[src/rtl/serial_add_pkg.sv]
// Shared definitions for the bit-serial adder: FSM state encoding and default width.
package serial_add_pkg;

   localparam int DEFAULT_WIDTH = 8;

   typedef enum logic [1:0] {
      IDLE  = 2'd0,
      SHIFT = 2'd1,
      DONE  = 2'd2
   } state_t;

endpackage

[src/rtl/serial_add_if.sv]
// Request/result bundle between a requester (master) and the serial adder (slave).
interface serial_add_if
   import serial_add_pkg::*;
#(
   parameter int WIDTH = DEFAULT_WIDTH
);

   logic             Start;
   logic [WIDTH-1:0] A;
   logic [WIDTH-1:0] B;
   logic             Cin;
   logic             Busy;
   logic             Done;
   logic [WIDTH-1:0] Sum;
   logic             Cout;

   modport master (
      output Start, A, B, Cin,
      input  Busy, Done, Sum, Cout
   );

   modport slave (
      input  Start, A, B, Cin,
      output Busy, Done, Sum, Cout
   );

endinterface

[src/rtl/serial_add_fulladd.sv]
// One-bit adder cells: a half adder and a full adder built from two of them.
module HalfAdd (
   input  logic a,
   input  logic b,
   output logic sum,
   output logic cout
);

   // Sum and carry of two bits.
   assign sum  = a ^ b;
   assign cout = a & b;

endmodule

module FullAdd (
   input  logic a,
   input  logic b,
   input  logic cin,
   output logic sum,
   output logic cout
);

   logic s1;
   logic c1;
   logic c2;

   HalfAdd ha_ab (
      .a    (a),
      .b    (b),
      .sum  (s1),
      .cout (c1)
   );

   HalfAdd ha_cin (
      .a    (s1),
      .b    (cin),
      .sum  (sum),
      .cout (c2)
   );

   // At most one half adder can generate a carry, so OR combines them.
   assign cout = c1 | c2;

endmodule

[src/rtl/serial_add.sv]
// Bit-serial adder: one full-adder bit per cycle, LSB first, result posted after WIDTH cycles.
module serial_add
   import serial_add_pkg::*;
#(
   parameter int WIDTH = DEFAULT_WIDTH
) (
   input  logic        Clk,
   input  logic        Reset,
   serial_add_if.slave bus
);

   localparam int CW = $clog2(WIDTH + 1);
   localparam logic [CW-1:0] LAST = CW'(WIDTH - 1);

   state_t           state;
   logic [WIDTH-1:0] a_sh;
   logic [WIDTH-1:0] b_sh;
   logic             carry;
   logic [WIDTH-1:0] part;
   logic [CW-1:0]    cnt;
   logic [WIDTH-1:0] sum_r;
   logic             cout_r;
   logic             busy_r;
   logic             done_r;

   logic             fa_sum;
   logic             fa_cout;
   logic [WIDTH-1:0] part_next;

   FullAdd u_fa (
      .a    (a_sh[0]),
      .b    (b_sh[0]),
      .cin  (carry),
      .sum  (fa_sum),
      .cout (fa_cout)
   );

   // New sum bit enters at the MSB so that after WIDTH shifts bit 0 lands at the LSB.
   assign part_next = (part >> 1) | (WIDTH'(fa_sum) << (WIDTH - 1));

   // Control FSM plus datapath registers; results only update on the final shift edge.
   always_ff @(posedge Clk) begin
      if (Reset) begin
         state  <= IDLE;
         a_sh   <= '0;
         b_sh   <= '0;
         carry  <= 1'b0;
         part   <= '0;
         cnt    <= '0;
         sum_r  <= '0;
         cout_r <= 1'b0;
         busy_r <= 1'b0;
         done_r <= 1'b0;
      end else begin
         done_r <= 1'b0;
         case (state)
            IDLE: begin
               if (bus.Start) begin
                  a_sh   <= bus.A;
                  b_sh   <= bus.B;
                  carry  <= bus.Cin;
                  part   <= '0;
                  cnt    <= '0;
                  busy_r <= 1'b1;
                  state  <= SHIFT;
               end
            end
            SHIFT: begin
               a_sh  <= a_sh >> 1;
               b_sh  <= b_sh >> 1;
               carry <= fa_cout;
               part  <= part_next;
               cnt   <= cnt + CW'(1);
               if (cnt == LAST) begin
                  sum_r  <= part_next;
                  cout_r <= fa_cout;
                  done_r <= 1'b1;
                  state  <= DONE;
               end
            end
            DONE: begin
               busy_r <= 1'b0;
               state  <= IDLE;
            end
            default: begin
               busy_r <= 1'b0;
               state  <= IDLE;
            end
         endcase
      end
   end

   assign bus.Busy = busy_r;
   assign bus.Done = done_r;
   assign bus.Sum  = sum_r;
   assign bus.Cout = cout_r;

endmodule

[src/flat_wrapper.sv]
// flat-port wrapper written by rule: the top's interface ports become plain ports
module serial_add_flat import serial_add_pkg::*;
#(
   parameter int WIDTH = DEFAULT_WIDTH
)
  (Clk, Reset, bus_Start, bus_A, bus_B, bus_Cin, bus_Busy, bus_Done, bus_Sum, bus_Cout);
  serial_add_if #(.WIDTH(WIDTH)) bus_i ();
  input  logic Clk;
  input  logic Reset;
  input wire logic [$bits(bus_i.Start)-1:0] bus_Start;
  input wire logic [$bits(bus_i.A)-1:0] bus_A;
  input wire logic [$bits(bus_i.B)-1:0] bus_B;
  input wire logic [$bits(bus_i.Cin)-1:0] bus_Cin;
  output wire logic [$bits(bus_i.Busy)-1:0] bus_Busy;
  output wire logic [$bits(bus_i.Done)-1:0] bus_Done;
  output wire logic [$bits(bus_i.Sum)-1:0] bus_Sum;
  output wire logic [$bits(bus_i.Cout)-1:0] bus_Cout;
  assign bus_i.Start = bus_Start;
  assign bus_i.A = bus_A;
  assign bus_i.B = bus_B;
  assign bus_i.Cin = bus_Cin;
  assign bus_Busy = bus_i.Busy;
  assign bus_Done = bus_i.Done;
  assign bus_Sum = bus_i.Sum;
  assign bus_Cout = bus_i.Cout;
  serial_add #(.WIDTH(WIDTH)) u_core (.Clk(Clk), .Reset(Reset), .bus(bus_i));
endmodule
[config.mk]
export PLATFORM = sky130hd
export DESIGN_NAME = serial_add_flat
export DESIGN_NICKNAME = d
export VERILOG_FILES = /design/src/rtl/serial_add_pkg.sv /design/src/rtl/serial_add_if.sv /design/src/rtl/serial_add_fulladd.sv /design/src/rtl/serial_add.sv /design/src/flat_wrapper.sv
export SDC_FILE = /design/constraint.sdc
export NUM_CORES = 1
export LEC_CHECK = 0
export BUFFER_PORTS_ARGS = -buffer_cell sky130_fd_sc_hd__buf_2
export CAP_MARGIN = 20
export CORE_UTILIZATION = 55
export CTS_CLUSTER_SIZE = 40
export DETAILED_ROUTE_END_ITERATION = 16
export PLACE_DENSITY_LB_ADDON = 0.15
export SYNTH_ARGS = -nofsm -noshare
export SYNTH_HDL_FRONTEND = slang
export SYNTH_SLANG_ARGS = --single-unit
[constraint.sdc]
create_clock -name Clk -period 1.55 [get_ports Clk]
set_input_delay 0.0775 -clock Clk [delete_from_list [all_inputs] [get_ports Clk]]
set_output_delay 0.0775 -clock Clk [all_outputs]
set_load 0.02 [all_outputs]
==> results.toml, run 1 <==
[logic_synthesis]
synth_area_leaders = "dfxtp_1, nand2b_1, or3b_1"
avgSynthCellArea_sq_um = 8.82
synthCells = 211
synth.distinct_cells = 34
synth_seq_cells = 41
syn_nets = 233
synth_top_area_cell = "dfxtp_1"
yosysWarnings = 0
netlist_area_sq_um = 1860
yosysTopAreaCellShare = 0.441
synth.yosys.seq_area_share = 0.441

[grt]
gr-total-overflow = 0
grt_first_pass_wirelength_mm = 5.71
grt_pass1_vias = 1269
antenna_found_initial = 0
grt_max_degree = 51
track_usage = 0.217

[pwr]
p_leak_nw = 0.843
p_per_area_nw_per_um2 = 986
clkPwrFrac = 0.336
swShare = 0.245
vdd_drop_max_mv = 0.567
intPower_mw = 1.57
total_power_mw = 2.07
p_sw_mw = 0.507
combPwrFrac = 0.121
power_frac_seq = 0.544

[sta]
rsz0062_at_grt = "false"
fin_crit_ns = 1.35
setup_viol = 0
fin_crit_sh = 0.873
fin_skew_ns = 0.0191
setup_tns_ns = 0
slew_headroom = 0.493
fmax_ghz = 0.739
slew_viol_final = 0
worst_slew_pin_slew_ns = 0.760
hold_viol = 0

[floorplan]
fp.dieH_um = 60.2
io_pins = 31
die_x_um = 60.2
rows = 20
core_area_sq_um = 3130
die-area_sq_um = 3620
start_util = 0.595

[min_path]
hold_path.class = "in2reg"
hold_end = "u_core.carry$_SDFFE_PP0P_"
hold_path.startpoint = "bus_Cin"
hold_depth = 3

[cells_and_area]
final_cell_mix = "dfxtp_1, buf_2, nor2_1, nand2b_1, a21oi_1"
final_common_cell = "dfxtp_1"
nets = 257
syn_to_final_growth_pct = 12.9
diodes = 0
fill_cells = 274
seq_area_sq_um = 821
multi_input_area_sq_um = 928
drive_gt1_frac = 0.212

[worst_setup_path]
rr_startpoint = "u_core.state[0]$_SDFFE_PP0P_"
critPathArrivalTime_ns = 1.64
slowest_stage = "dfxtp_1"
rrSetupSlack_ns = 0.20
cp_max_fo = 14
path_cells = "buf_4 -> nor2b_1 -> buf_4 -> nand3b_1 -> a31oi_1"
timing.rr.end = "u_core.cnt[2]$_SDFFE_PP0P_"
r2r_cells = 5
path_class = "reg2reg"
start_kind = "flip-flop"
crit_path_end_kind = "flip-flop"
cp_slowest_stage_delay_ns = 0.40
worst-path-buf-inv = 2
crit_family = "buffers and inverters"
crit_required_ns = 1.84
cpMostUsedCell = "buf_4"

[drt]
met1_length_mm = 1.64
wire_per_inst_um = 12.3
drtIter0Drc = 64
wl_met3_um = 149
antenna_violating_nets_post_route = 0
via_per_inst = 5.46
dr_wl_met2_mm = 1.60
vias = 1529
drc = 0
wl_mm = 3.45
first_pass_iters = 4
highest_layer = "met4"

[cts]
cts_buffer_depth = 2
path_clk_slew_ns = 0.13
clockRootBuffer = "clkbuf_4"
hold_buffers = 0
cts-htree-levels = 2
clk_latency_ns = 0.36
cts.sinks = 41
numCtsBuffers = 5
cts_setup_buffers = 0
tritoncts = "done"

[status]
status = "completed"

[job]
cap_viol_max_count = 0

[placed_design]
gp_congestion = 0.723
hpwl_mm = 2.28
portBuffers = 30
## sequential cells by signal, summed over array words and instances (netlist names)
| register | cells |
|---|---|
| u_core.cnt | 4 |
| u_core.b_sh | 8 |
| u_core.part | 7 |
| u_core.a_sh | 8 |
| u_core.carry | 1 |
| u_core.bus.Done | 1 |
| u_core.bus.Cout | 1 |
| u_core.state | 2 |
| u_core.bus.Busy | 1 |
| u_core.bus.Sum | 8 |
## cell usage after synthesis
cell	instances
buf_6	2
o21ba_2	1
a22oi_1	8
nor2_1	26
nand3b_1	2
a211oi_1	1
nand2_1	3
fa_1	1
nand3_1	2
clkbuf_1	5
o21bai_2	1
buf_4	1
or3b_2	2
nor3_1	15
o21ai_0	10
dfxtp_1	41
a31oi_1	2
clkbuf_2	3
or3b_1	12
inv_4	1
and3b_1	2
nor4bb_1	1
mux2i_1	1
a21oi_1	17
ha_1	1
nand2b_1	24
inv_1	1
o22ai_1	1
buf_2	8
nor2b_1	4
nand4b_1	9
and2_1	1
or4_1	1
a2111oi_2	1
## worst max-delay path by stage
stage,from,end,slack (ns),cells after the start
4_1_cts,u_core.state[0]$_SDFFE_PP0P_,u_core.bus.Sum[5]$_SDFFE_PP0P_,0.11,4
2_1_floorplan,u_core.cnt[0]$_SDFFE_PP0P_,u_core.state[0]$_SDFFE_PP0P_,0.27,4
3_3_place_gp,u_core.state[0]$_SDFFE_PP0P_,u_core.bus.Sum[1]$_SDFFE_PP0P_,0.21,4
6_report,u_core.state[0]$_SDFFE_PP0P_,u_core.cnt[2]$_SDFFE_PP0P_,0.20,5
3_5_place_dp,u_core.state[0]$_SDFFE_PP0P_,u_core.bus.Sum[3]$_SDFFE_PP0P_,0.13,4
5_1_grt,u_core.state[0]$_SDFFE_PP0P_,u_core.cnt[2]$_SDFFE_PP0P_,0.04,5
## through the flow
step / instances / hold WS (ns) / instance area [sq um] / utilization / worst slack [ns]
floorplan: 211 / 0.258 / 1860 / - / 0.271
global placement: 272 / 0.452 / 2020 / 0.646 / 0.214
detailed placement: 272 / 0.451 / 2020 / 0.646 / 0.134
CTS: 280 / 0.0623 / 2100 / 0.672 / 0.110
global route: 280 / 0.0845 / 2100 / 0.672 / 0.0357
finish: 280 / 0.0806 / 2100 / 0.672 / 0.197
## repair_timing
action / CTS / global route
hold endpoints to repair: 0 / 0
endpoints found under the setup margin: 0 / 9
gates resized for setup: 0 / 1
## final cells by class
class	count	area share
multi-input combinational	149	0.442
clock buffer	6	0.0196
clock inverter	2	0.0185
tap	44	0.0262
timing repair buffer	36	0.0988
sequential	41	0.390
inverter	2	0.00476
## worst register-to-register path, cell delays in order (launching register included)
cell	delay [ns]
dfxtp_1	0.40
buf_4	0.22
nor2b_1	0.21
buf_4	0.19
nand3b_1	0.09
a31oi_1	0.18
## per-layer routing
metal  vias to the layer above  GRT usage
met1                       703      0.294
met5                         -          0
met4                         0     0.0897
met3                         6     0.0649
met2                        37      0.319
li1                        783          -
## cells by family (layout without fill, tap and decap cells)
kind of cell	after synthesis	after routing	share of synthesized area
flops	41	41	0.441
mux	1	1	0.00538
fa+ha+maj	2	2	0.0175
buf+inv	21	46	0.0612
simple gates	104	104	0.337
compound gates	42	42	0.138
## power groups by stage
stage | logic, mW | registers (mW) | clock network [mW]
floorplan | 0.193 | 1.15 | 0
global placement | 0.239 | 1.15 | 0
detailed placement | 0.250 | 1.15 | 0
CTS | 0.251 | 1.13 | 0.712
global route | 0.281 | 1.13 | 0.759
finish | 0.250 | 1.13 | 0.696
(Power assumes the default switching activity.)
==> inputs of run 2 (changes only) <==
- CELL_PAD_IN_SITES_DETAIL_PLACEMENT: unset -> 0
- CELL_PAD_IN_SITES_GLOBAL_PLACEMENT: unset -> 1
- CORE_UTILIZATION: 55 -> 41
==> results.toml, run 2 (synthesized netlist as in run 1, its figures left out) <==
[pwr]
combPwrFrac = 0.112
swShare = 0.232
total_power_mw = 2.28
vdd_drop_max_mv = 0.636
p_leak_nw = 0.868
p_per_area_nw_per_um2 = 1050
power_frac_seq = 0.495
clkPwrFrac = 0.393
intPower_mw = 1.75
p_sw_mw = 0.527

[floorplan]
fp.dieH_um = 69.4
core_area_sq_um = 4350
die-area_sq_um = 4810
io_pins = 31
die_x_um = 69.4
start_util = 0.428
rows = 24

[drt]
wl_mm = 3.79
vias = 1519
first_pass_iters = 4
drc = 0
via_per_inst = 5.24
wire_per_inst_um = 13.1
antenna_violating_nets_post_route = 0
drtIter0Drc = 53

[worst_setup_path]
r2r_cells = 4
cp_slowest_stage_delay_ns = 0.38
rrSetupSlack_ns = 0.19
path_cells = "ha_1 -> and3b_1 -> and2_2 -> o21ai_0"
worst-path-buf-inv = 0
path_class = "reg2reg"
crit_start = "u_core.cnt[0]$_SDFFE_PP0P_"
critPathArrivalTime_ns = 1.53
crit_required_ns = 1.72
crit_family = "simple AND/OR/NAND/NOR gates"
timing.rr.end = "u_core.bus.Sum[6]$_SDFFE_PP0P_"
cp_max_fo = 11
crit_path_end = "u_core.bus.Sum[6]$_SDFFE_PP0P_"
critical_path_depth = 4
rr_startpoint = "u_core.cnt[0]$_SDFFE_PP0P_"
crit_path_end_kind = "flip-flop"
slowest_stage = "dfxtp_1"
start_kind = "flip-flop"

[sta]
slew_viol_final = 0
fin_crit_ns = 1.36
fmax_ghz = 0.736
fin_ws_ns = 0.192
worst_slew_pin_slew_ns = 0.491
fin_skew_ns = 0.00719
setup_viol = 0
fin_crit_sh = 0.876
rsz0062_at_grt = "false"
setup_tns_ns = 0
slew_headroom = 0.672
hold_viol = 0

[grt]
antenna_found_initial = 0
gr-total-overflow = 0
grt_first_pass_wirelength_mm = 6.56
grt_pass1_vias = 1457
grt_max_degree = 32
track_usage = 0.168

[cells_and_area]
final_common_cell = "dfxtp_1"
final_cell_mix = "dfxtp_1, buf_2, nor2_1, nand2b_1, a21oi_1"
diodes = 0
nets = 259
drive_gt1_frac = 0.223
syn_to_final_growth_pct = 16.4
fill_cells = 403

[cts]
cts-htree-levels = 2
path_clk_slew_ns = 0.08
numCtsBuffers = 5
clockRootBuffer = "clkbuf_8"
cts.sinks = 41
clk_latency_ns = 0.29
cts_setup_buffers = 0
cts_buffer_depth = 2
cts_resized = 0
tritoncts = "done"
hold_buffers = 0

[status]
status = "completed"

[placed_design]
hpwl_mm = 2.58
gp_congestion = 0.717
dpl_worst_slack_ns = 0.0844
portBuffers = 30

[min_path]
hold_path.class = "in2reg"

[job]
cap_viol_max_count = 0
[run 2: cell count changes in the layout (fill, tap and decap cells not counted), sizes merged]
cell	before	now
clkinv	1	0
buf	36	38
clkinvlp	0	1
[run 2: worst reg2reg max path, stage by stage (launching register included)]
cell and delay [ns]:
dfxtp_1 0.38, ha_1 0.19, and3b_1 0.26, and2_2 0.28, o21ai_0 0.13
[run 2: worst min-delay path by stage]
stage / from / to / slack, ns / cells past startpoint
after CTS: bus_Cin / u_core.carry$_SDFFE_PP0P_ / 0.12 / 3
final: bus_Cin / u_core.carry$_SDFFE_PP0P_ / 0.13 / 3
after floorplan: Reset / u_core.bus.Cout$_SDFFE_PP0P_ / 0.26 / 2
after detailed placement: bus_Cin / u_core.carry$_SDFFE_PP0P_ / 0.44 / 3
after global placement: bus_Cin / u_core.carry$_SDFFE_PP0P_ / 0.44 / 3
after global routing: bus_Cin / u_core.carry$_SDFFE_PP0P_ / 0.15 / 3
[run 2: per-layer routing]
metal | wire length [um] | vias up | GRT usage
met3 | 146 | 6 | 0.0436
met1 | 1930 | 705 | 0.216
li1 | - | 783 | -
met5 | 0 | - | 0
met4 | 46 | 0 | 0.0544
met2 | 1670 | 25 | 0.275
[run 2: power by group through the flow]
stage	registers [mW]	logic [mW]	clock network [mW]
final	1.13	0.255	0.894
after global routing	1.13	0.291	0.965
after CTS	1.13	0.260	0.917
after detailed placement	1.15	0.259	0
after global placement	1.15	0.248	0
after floorplan	1.15	0.193	0
[run 2: final cells by class]
class | count | area [sq um] | area share
clock buffer | 6 | 82.6 | 0.0381
clock inverter | 2 | 37.5 | 0.0173
inverter | 2 | 10.0 | 0.00462
multi-input combinational | 149 | 928 | 0.428
sequential | 41 | 821 | 0.379
tap | 52 | 65.1 | 0.0300
timing repair buffer | 38 | 223 | 0.103
[run 2: per-stage QoR]
| stage | instances | hold WS (ns) | area, sq um | util |
|---|---|---|---|---|
| 6_report | 290 | 0.125 | 2170 | 0.498 |
| 5_1_grt | 290 | 0.152 | 2170 | 0.498 |
| 3_3_place_gp | 282 | 0.442 | 2050 | 0.470 |
| 2_1_floorplan | 211 | 0.258 | 1860 | - |
| 3_5_place_dp | 282 | 0.443 | 2050 | 0.470 |
| 4_1_cts | 290 | 0.124 | 2170 | 0.497 |
